--- src/rtl/usr_pkg.sv ---
// Shared encodings for the universal shift register: idle-mode opcodes and
// burst controller state.
package usr_pkg;

  localparam logic [2:0] MODE_HOLD = 3'b000;
  localparam logic [2:0] MODE_SHR  = 3'b001;
  localparam logic [2:0] MODE_SHL  = 3'b010;
  localparam logic [2:0] MODE_LOAD = 3'b011;
  localparam logic [2:0] MODE_ROR  = 3'b100;
  localparam logic [2:0] MODE_ROL  = 3'b101;
  localparam logic [2:0] MODE_ASR  = 3'b110;
  localparam logic [2:0] MODE_CLR  = 3'b111;

  typedef enum logic [1:0] {
    ST_IDLE,
    ST_SHIFT,
    ST_DONE
  } state_t;

endpackage

--- src/rtl/usr_burst_ctrl.sv ---
// Burst sequencer: loads on start, counts WIDTH enabled shifts, then emits a
// one-cycle done. Tells the datapath when to load, burst-shift or run a mode.
module usr_burst_ctrl
  import usr_pkg::*;
#(
  parameter int WIDTH = 8
) (
  input  logic clk,
  input  logic reset,
  input  logic en,
  input  logic start,
  output logic busy,
  output logic done,
  output logic shift_en,
  output logic load_en,
  output logic mode_en
);

  localparam int CW = $clog2(WIDTH);
  localparam logic [CW-1:0] LAST = CW'(WIDTH - 1);

  state_t        state, state_nxt;
  logic [CW-1:0] cnt, cnt_nxt;

  always_comb begin
    state_nxt = state;
    cnt_nxt   = cnt;
    shift_en  = 1'b0;
    load_en   = 1'b0;
    mode_en   = 1'b0;
    case (state)
      ST_IDLE: begin
        if (en) begin
          if (start) begin
            load_en   = 1'b1;
            cnt_nxt   = '0;
            state_nxt = ST_SHIFT;
          end else begin
            mode_en = 1'b1;
          end
        end
      end
      ST_SHIFT: begin
        if (en) begin
          shift_en = 1'b1;
          if (cnt == LAST) begin
            cnt_nxt   = '0;
            state_nxt = ST_DONE;
          end else begin
            cnt_nxt = cnt + CW'(1);
          end
        end
      end
      // DONE lasts one cycle whatever en does; start is not looked at here.
      ST_DONE: state_nxt = ST_IDLE;
      default: state_nxt = ST_IDLE;
    endcase
  end

  // busy/done come straight from flops so they are glitch-free and exclusive.
  always_ff @(posedge clk or posedge reset) begin
    if (reset) begin
      state <= ST_IDLE;
      cnt   <= '0;
      busy  <= 1'b0;
      done  <= 1'b0;
    end else begin
      state <= state_nxt;
      cnt   <= cnt_nxt;
      busy  <= (state_nxt == ST_SHIFT);
      done  <= (state_nxt == ST_DONE);
    end
  end

endmodule

--- src/rtl/universal_shift_reg_n.sv ---
// Parametrised universal shift register with rotate/arithmetic modes, clock
// enable and a self-timed WIDTH-bit burst serialiser.
module universal_shift_reg_n
  import usr_pkg::*;
#(
  parameter int WIDTH     = 8,
  parameter bit BURST_DIR = 1'b0
) (
  input  logic             clk,
  input  logic             reset,
  input  logic             en,
  input  logic [2:0]       mode,
  input  logic             serial_left_in,
  input  logic             serial_right_in,
  input  logic [WIDTH-1:0] parallel_in,
  input  logic             start,
  output logic [WIDTH-1:0] parallel_data_out,
  output logic             serial_out,
  output logic             busy,
  output logic             done
);

  logic [WIDTH-1:0] q, q_nxt;
  logic             shift_en, load_en, mode_en;

  usr_burst_ctrl #(.WIDTH(WIDTH)) u_ctrl (
    .clk      (clk),
    .reset    (reset),
    .en       (en),
    .start    (start),
    .busy     (busy),
    .done     (done),
    .shift_en (shift_en),
    .load_en  (load_en),
    .mode_en  (mode_en)
  );

  always_comb begin
    q_nxt = q;
    if (load_en) begin
      q_nxt = parallel_in;
    end else if (shift_en) begin
      q_nxt = BURST_DIR ? {serial_left_in, q[WIDTH-1:1]}
                        : {q[WIDTH-2:0], serial_right_in};
    end else if (mode_en) begin
      case (mode)
        MODE_HOLD: q_nxt = q;
        MODE_SHR:  q_nxt = {serial_left_in, q[WIDTH-1:1]};
        MODE_SHL:  q_nxt = {q[WIDTH-2:0], serial_right_in};
        MODE_LOAD: q_nxt = parallel_in;
        MODE_ROR:  q_nxt = {q[0], q[WIDTH-1:1]};
        MODE_ROL:  q_nxt = {q[WIDTH-2:0], q[WIDTH-1]};
        MODE_ASR:  q_nxt = {q[WIDTH-1], q[WIDTH-1:1]};
        MODE_CLR:  q_nxt = '0;
        default:   q_nxt = q;
      endcase
    end
  end

  always_ff @(posedge clk or posedge reset) begin
    if (reset) q <= '0;
    else       q <= q_nxt;
  end

  assign parallel_data_out = q;
  // The bit leaving the register first is always visible, even outside a burst.
  assign serial_out        = BURST_DIR ? q[0] : q[WIDTH-1];

endmodule
--- config.mk ---
export PLATFORM = sky130hd
export DESIGN_NAME = universal_shift_reg_n
export DESIGN_NICKNAME = d
export VERILOG_FILES = /design/src/rtl/usr_pkg.sv /design/src/rtl/usr_burst_ctrl.sv /design/src/rtl/universal_shift_reg_n.sv
export SDC_FILE = /design/constraint.sdc
export NUM_CORES = 1
export LEC_CHECK = 0
export ABC_AREA = 1
export BUFFER_PORTS_ARGS = -buffer_cell sky130_fd_sc_hd__buf_2
export CAP_MARGIN = 20
export CORE_MARGIN = 8
export CORE_UTILIZATION = 46
export DETAILED_ROUTE_END_ITERATION = 12
export PLACE_DENSITY = 0.74
export SYNTH_ARGS = -nofsm -noshare
export SYNTH_HDL_FRONTEND = slang
export SYNTH_SLANG_ARGS = --single-unit
--- constraint.sdc ---
create_clock -name clk -period 1.4 [get_ports clk]
set_clock_uncertainty 0.15 [all_clocks]
set_input_delay 0.14 -clock clk [delete_from_list [all_inputs] [get_ports clk]]
set_output_delay 0.14 -clock clk [all_outputs]
set_load 0.02 [all_outputs]
### Yosys cells after proc, flatten, opt, wreduce, memory -nomap -nowiden

Cells that the tools add are included.

* add/subtract/negate cells: 1
* equal/unequal tests: 16
* multiplexer cells: 22
* reduce and logical (&&, ||, !) cells: 7

Operator list (count)
* $pmux W8 S7: 1
* $mux W8: 3
* $eq A3 B3 Y1 const B: 5
* $mux W3: 4
* $mux W1: 8
* $mux W2: 4
* $eq A3 B2 Y1 const B: 2
* $ne A2 B2 Y1 const B: 3
* $ne A3 B3 Y1 const B: 2
* $pmux W3 S2: 1
* $eq A2 B1 Y1 const B: 2
* $pmux W2 S2: 1
* $reduce_and A4 Y1: 1
* $add A3 B1 Y3 const B: 1
* $eq A3 B1 Y1 const B: 1
* $logic_not A3 Y1: 1
* $reduce_and A3 Y1: 1
* $reduce_bool A3 Y1: 1
* $eq A2 B2 Y1 const B: 1
* $logic_not A2 Y1: 1
* $reduce_and A2 Y1: 1
* $reduce_bool A2 Y1: 1

* register bits after elaboration: 15
* output and inout port bits: 11
* word-level logic and storage cells: 52

### Depth between registers and ports, before layout

* depth after elaboration: 6
* gate-level depth with buffers: 10

### Modules after synthesis

From an unflattened synthesis, not the netlist that was laid out.

* cell total of the unflattened synthesis: 198
* area, all modules: 1184.9 µm²

By module, submodules not included
* universal_shift_reg_n: instances 1, cells an instance 152, area each 837.1 µm², sequential area each 200.2 µm²
* usr_burst_ctrl: instances 1, cells an instance 46, area each 347.8 µm², sequential area each 175.2 µm²

### Worst setup path after synthesis

OpenSTA, ideal clock, no wires.

* path kind: register to register
* from: register u_ctrl.state[1]
* to: register q[4], in the netlist parallel_data_out[4]
* arrival time: 1.068 ns
* required time: 1.134 ns
* slack: 0.065 ns
* cell stages (with the launch flop): 8
* buffers on the path: 1
* clock period less this slack: 1.335 ns
* cell sequence: dfrtp_1 > nor2_4 > nand3_4 > buf_6 > nor2_1 > nor2_1 > nand2_1 > nand2_1

* longest elaborated chain between the ends: 4

Ends and longest elaborated chain
* from (decl): RTL line usr_burst_ctrl.sv:22 `state_t state, state_nxt;`
* from (signal assigned): RTL line usr_burst_ctrl.sv:68 `state <= state_nxt;`
* $eq A2 B1 Y1 / $logic_not A2 Y1 (equally long branches): RTL line usr_burst_ctrl.sv:31 `case (state)`
* $mux W1: RTL line usr_burst_ctrl.sv:31
* $ne A3 B3 Y1 (no line), or another cell as far along
* $reduce_and A2 Y1 (no line) / $mux W8 (equally long branches)
* to (signal assigned): RTL line universal_shift_reg_n.sv:62 `else q <= q_nxt;`
* to (decl): RTL line universal_shift_reg_n.sv:23 `logic [WIDTH-1:0] q, q_nxt;`

Parallel ways exist; a longest one is shown, timed or not.
A chain may end at the register's enable or synchronous reset.

### Final worst setup path

* from: register u_ctrl.state[1]
* to: register q[6], in the netlist parallel_data_out[6]

The elaborated chain is that of the path after synthesis.

==> flow_summary_export.csv <==
group,metric,value,unit
critical_path,critPathArrivalTime,1.52,ns
floorplanning,io_pins,28,
critical_path,slowest_stage,"dfrtp_1",
floorplanning,core_area,0.00219,mm²
grt,overflow,0,
timing,final_max_slew_viol_count,0,
hold_path,hp-class,"input port to register",
pwr,power_density,1530,mW/mm²
finish,layout.nets,208,
synthesis,synth_xor_area_frac,0,
clocking,cts_made_buffers,3,
critical_path,crit_path_start_kind,"register",
critical_path,worst-path-max-fanout,5,
critical_path,critPathKind,"register to register",
timing,rsz0062_at_grt,"yes",
critical_path,cp-end-kind,"register",
timing,hold_violations,0,
timing,final.hold.worst_slack,0.0469,ns
grt,met3_usage,0.0470,
grt,gr-usage-met2,0.227,
synthesis,synth_compound_area_frac,0.135,
synthesis,synth_area_leaders,"dfrtp_1 36%, nand2_1 17%, nor2_1 8.6%",
status,failed_checks,"setup timing",
grt,grt_util_met1,0.154,
timing,setup_ws,-0.0754,ns
placed_design,io_buffers,27,
timing,maxSlewHeadroom,0.610,
synthesis,synth_area,0.00105,mm²
timing,post-route-period-util,1.05,
synthesis,synth_fa_ha_area_frac,0.0238,
synthesis,synth_top_area_share,0.357,
grt,grt_pass1_wl,4.69,mm
grt,antenna_found_initial,0,
critical_path,max_stage_delay,0.45,ns
synthesis,yosys.area.top_type,"dfrtp_1",
synthesis,synthDistinctLibCells,24,
finish,synthToLayoutAreaGrowth,37.3,%
synthesis,syn_inst,147,
clocking,cts_sinks,15,
synthesis,synth_top_family_by_area,"simple AND/OR/NAND/NOR gates",
synthesis,synth_seq_area_share,0.357,
critical_path,path_cells,"nor2_4 -> o21ai_4 -> nand3_4 -> nand2_8 -> nor2_1 -> a21oi_2",
floorplanning,die-width,63.8,µm
flow_run,drv_cap,0,
finish,drive_above_1_share,0.388,
grt,track_usage,0.138,
synthesis,synth_seq_cells,15,
finish,antennaDiodeCount,0,
timing,setup_tns,-0.161,ns
timing,post-route-min-period,1.48,ns
synthesis,yosys.area_share.simple,0.401,
pwr,irDropWorstVdd,0.00108,V
clocking,cts_tree,"yes",
timing,setup_viol,6,
grt,grt.busiest_layer,"met2",
route,drt_iter0_drc,86,
clocking,clkTransAtPathRegs,0.11,ns
placed_design,post-dp-hpwl,2.05,mm
finish,layout_common_cells,"46 x nand2_1, 27 x buf_2, 20 x nor2_1",
floorplanning,start_util,0.480,
timing,worst_pin_slew,0.584,ns
placed_design,dp_slack,-0.0244,ns
grt,grt_start_max_net_pins,17,
route,routed_wirelength,3.04,mm
critical_path,crit_family,"simple AND/OR/NAND/NOR gates",
critical_path,path_buf_inv,0,
clocking,clk_latency,0.30,ns
route,drc,0,
timing,fmax,0.678,GHz
synthesis,yosys_warnings,0,
synthesis,synth_nets,166,
clocking,cts_root_buf,"clkbuf_4",
clocking,cts_buffer_depth,2,
clocking,htreeDepth,1,
finish,final_common_cell,"nand2_1",
floorplanning,dieArea,0.00407,mm²
route,ant_nets,0,
route,dr.pass1.iters,5,
placed_design,gp_congestion,0.850,
route,via_count,1136,
floorplanning,rows,17,
status,status,"complete, but fails checks",
grt,grt_pass1_vias,1112,
critical_path,crit_required,1.44,ns
route,wire_per_inst,14.1,µm
route,viasPerCell,5.26,
pwr,p_leak,0.745,nW
synthesis,avgSynthCellArea,7.15,µm²
floorplanning,die_h,63.8,µm
synthesis,synth_mux_area_frac,0,
## synth_stat cells
| master | instances |
|---|---|
| nand2_4 | 1 |
| o21ai_2 | 2 |
| buf_6 | 2 |
| inv_1 | 13 |
| nand4_1 | 2 |
| nor2_2 | 2 |
| o21ai_0 | 2 |
| nand2_2 | 1 |
| nor2_1 | 24 |
| ha_1 | 2 |
| nand3_2 | 2 |
| nand3_4 | 1 |
| a21oi_2 | 6 |
| a21boi_0 | 5 |
| o21a_1 | 1 |
| inv_2 | 1 |
| nor2_4 | 1 |
| buf_2 | 1 |
| buf_4 | 1 |
| nand2_1 | 48 |
| a22o_1 | 1 |
| nand3_1 | 12 |
| o31ai_1 | 1 |
| dfrtp_1 | 15 |
## final timing paths
kind	start	slack [ns]	to	cells past startpoint
worst max-delay path	u_ctrl.state[1]	-0.08	parallel_data_out[6]	6
worst min-delay path	parallel_in[7]	0.05	parallel_data_out[7]	5
worst max register to register	u_ctrl.state[1]	-0.08	parallel_data_out[6]	6
worst min register to register	u_ctrl.cnt[2]	0.38	u_ctrl.cnt[2]	2
max in group asynchronous	reset	0.44	parallel_data_out[0]	3
min in group asynchronous	reset	0.28	u_ctrl.cnt[0]	3
## routing by layer
| layer | vias to the layer above | share of wire | wire [µm] |
|---|---|---|---|
| li1 | 559 | - | - |
| met1 | 510 | 0.40 | 1200 |
| met2 | 57 | 0.49 | 1500 |
| met3 | 10 | 0.088 | 267 |
| met4 | 0 | 0.024 | 73 |
| met5 | - | 0 | 0 |
## sequential cells by signal, indices dropped and copies added (netlist names)
name / count
u_ctrl.busy: 1
u_ctrl.done: 1
u_ctrl.state: 2
parallel_data_out: 8
u_ctrl.cnt: 3
## stage by stage
stage / cells / instance area [µm²] / util / power (mW)
after floorplan: 147 / 1050 / - / 1.41
after global placement: 205 / 1240 / 0.565 / 1.68
after detailed placement: 205 / 1240 / 0.565 / 1.72
after CTS: 210 / 1290 / 0.591 / 2.01
after global routing: 216 / 1440 / 0.658 / 2.37
final: 216 / 1440 / 0.658 / 2.20
## final cells by class
class / count / area, µm²
Tap cell: 28 / 35.0
Clock buffer: 3 / 22.5
Inverter: 14 / 60.1
Timing Repair Buffer: 39 / 235
Sequential cell: 15 / 375
Clock inverter: 1 / 7.51
Multi-Input combinational cell: 116 / 707
Fill cell: 182 / 748
## timing repair
item	CTS	global route
cloned	0	2
endpoints found under the setup margin	7	11
pin swaps	4	10
resized for setup	5	26
hold endpoints to repair	15	0
hold buffers	1	0
setup buffers	0	4
## worst reg2reg max path, stage by stage, from the launching register on
cell     delay (ns)
dfrtp_1        0.45
nor2_4         0.19
o21ai_4        0.11
nand3_4        0.13
nand2_8        0.10
nor2_1         0.18
a21oi_2        0.08
## cells by family after synthesis
group,Yosys count
buf+inv,18
flops,15
fa+ha+maj,2
compound gates,18
simple gates,94
## power by group
group	switching [mW]	internal (mW)
combinational	0.688	0.479
clock	0.167	0.109
sequential	0.171	0.591
total	1.03	1.18
Note: power is estimated with default switching activity, not from simulation.
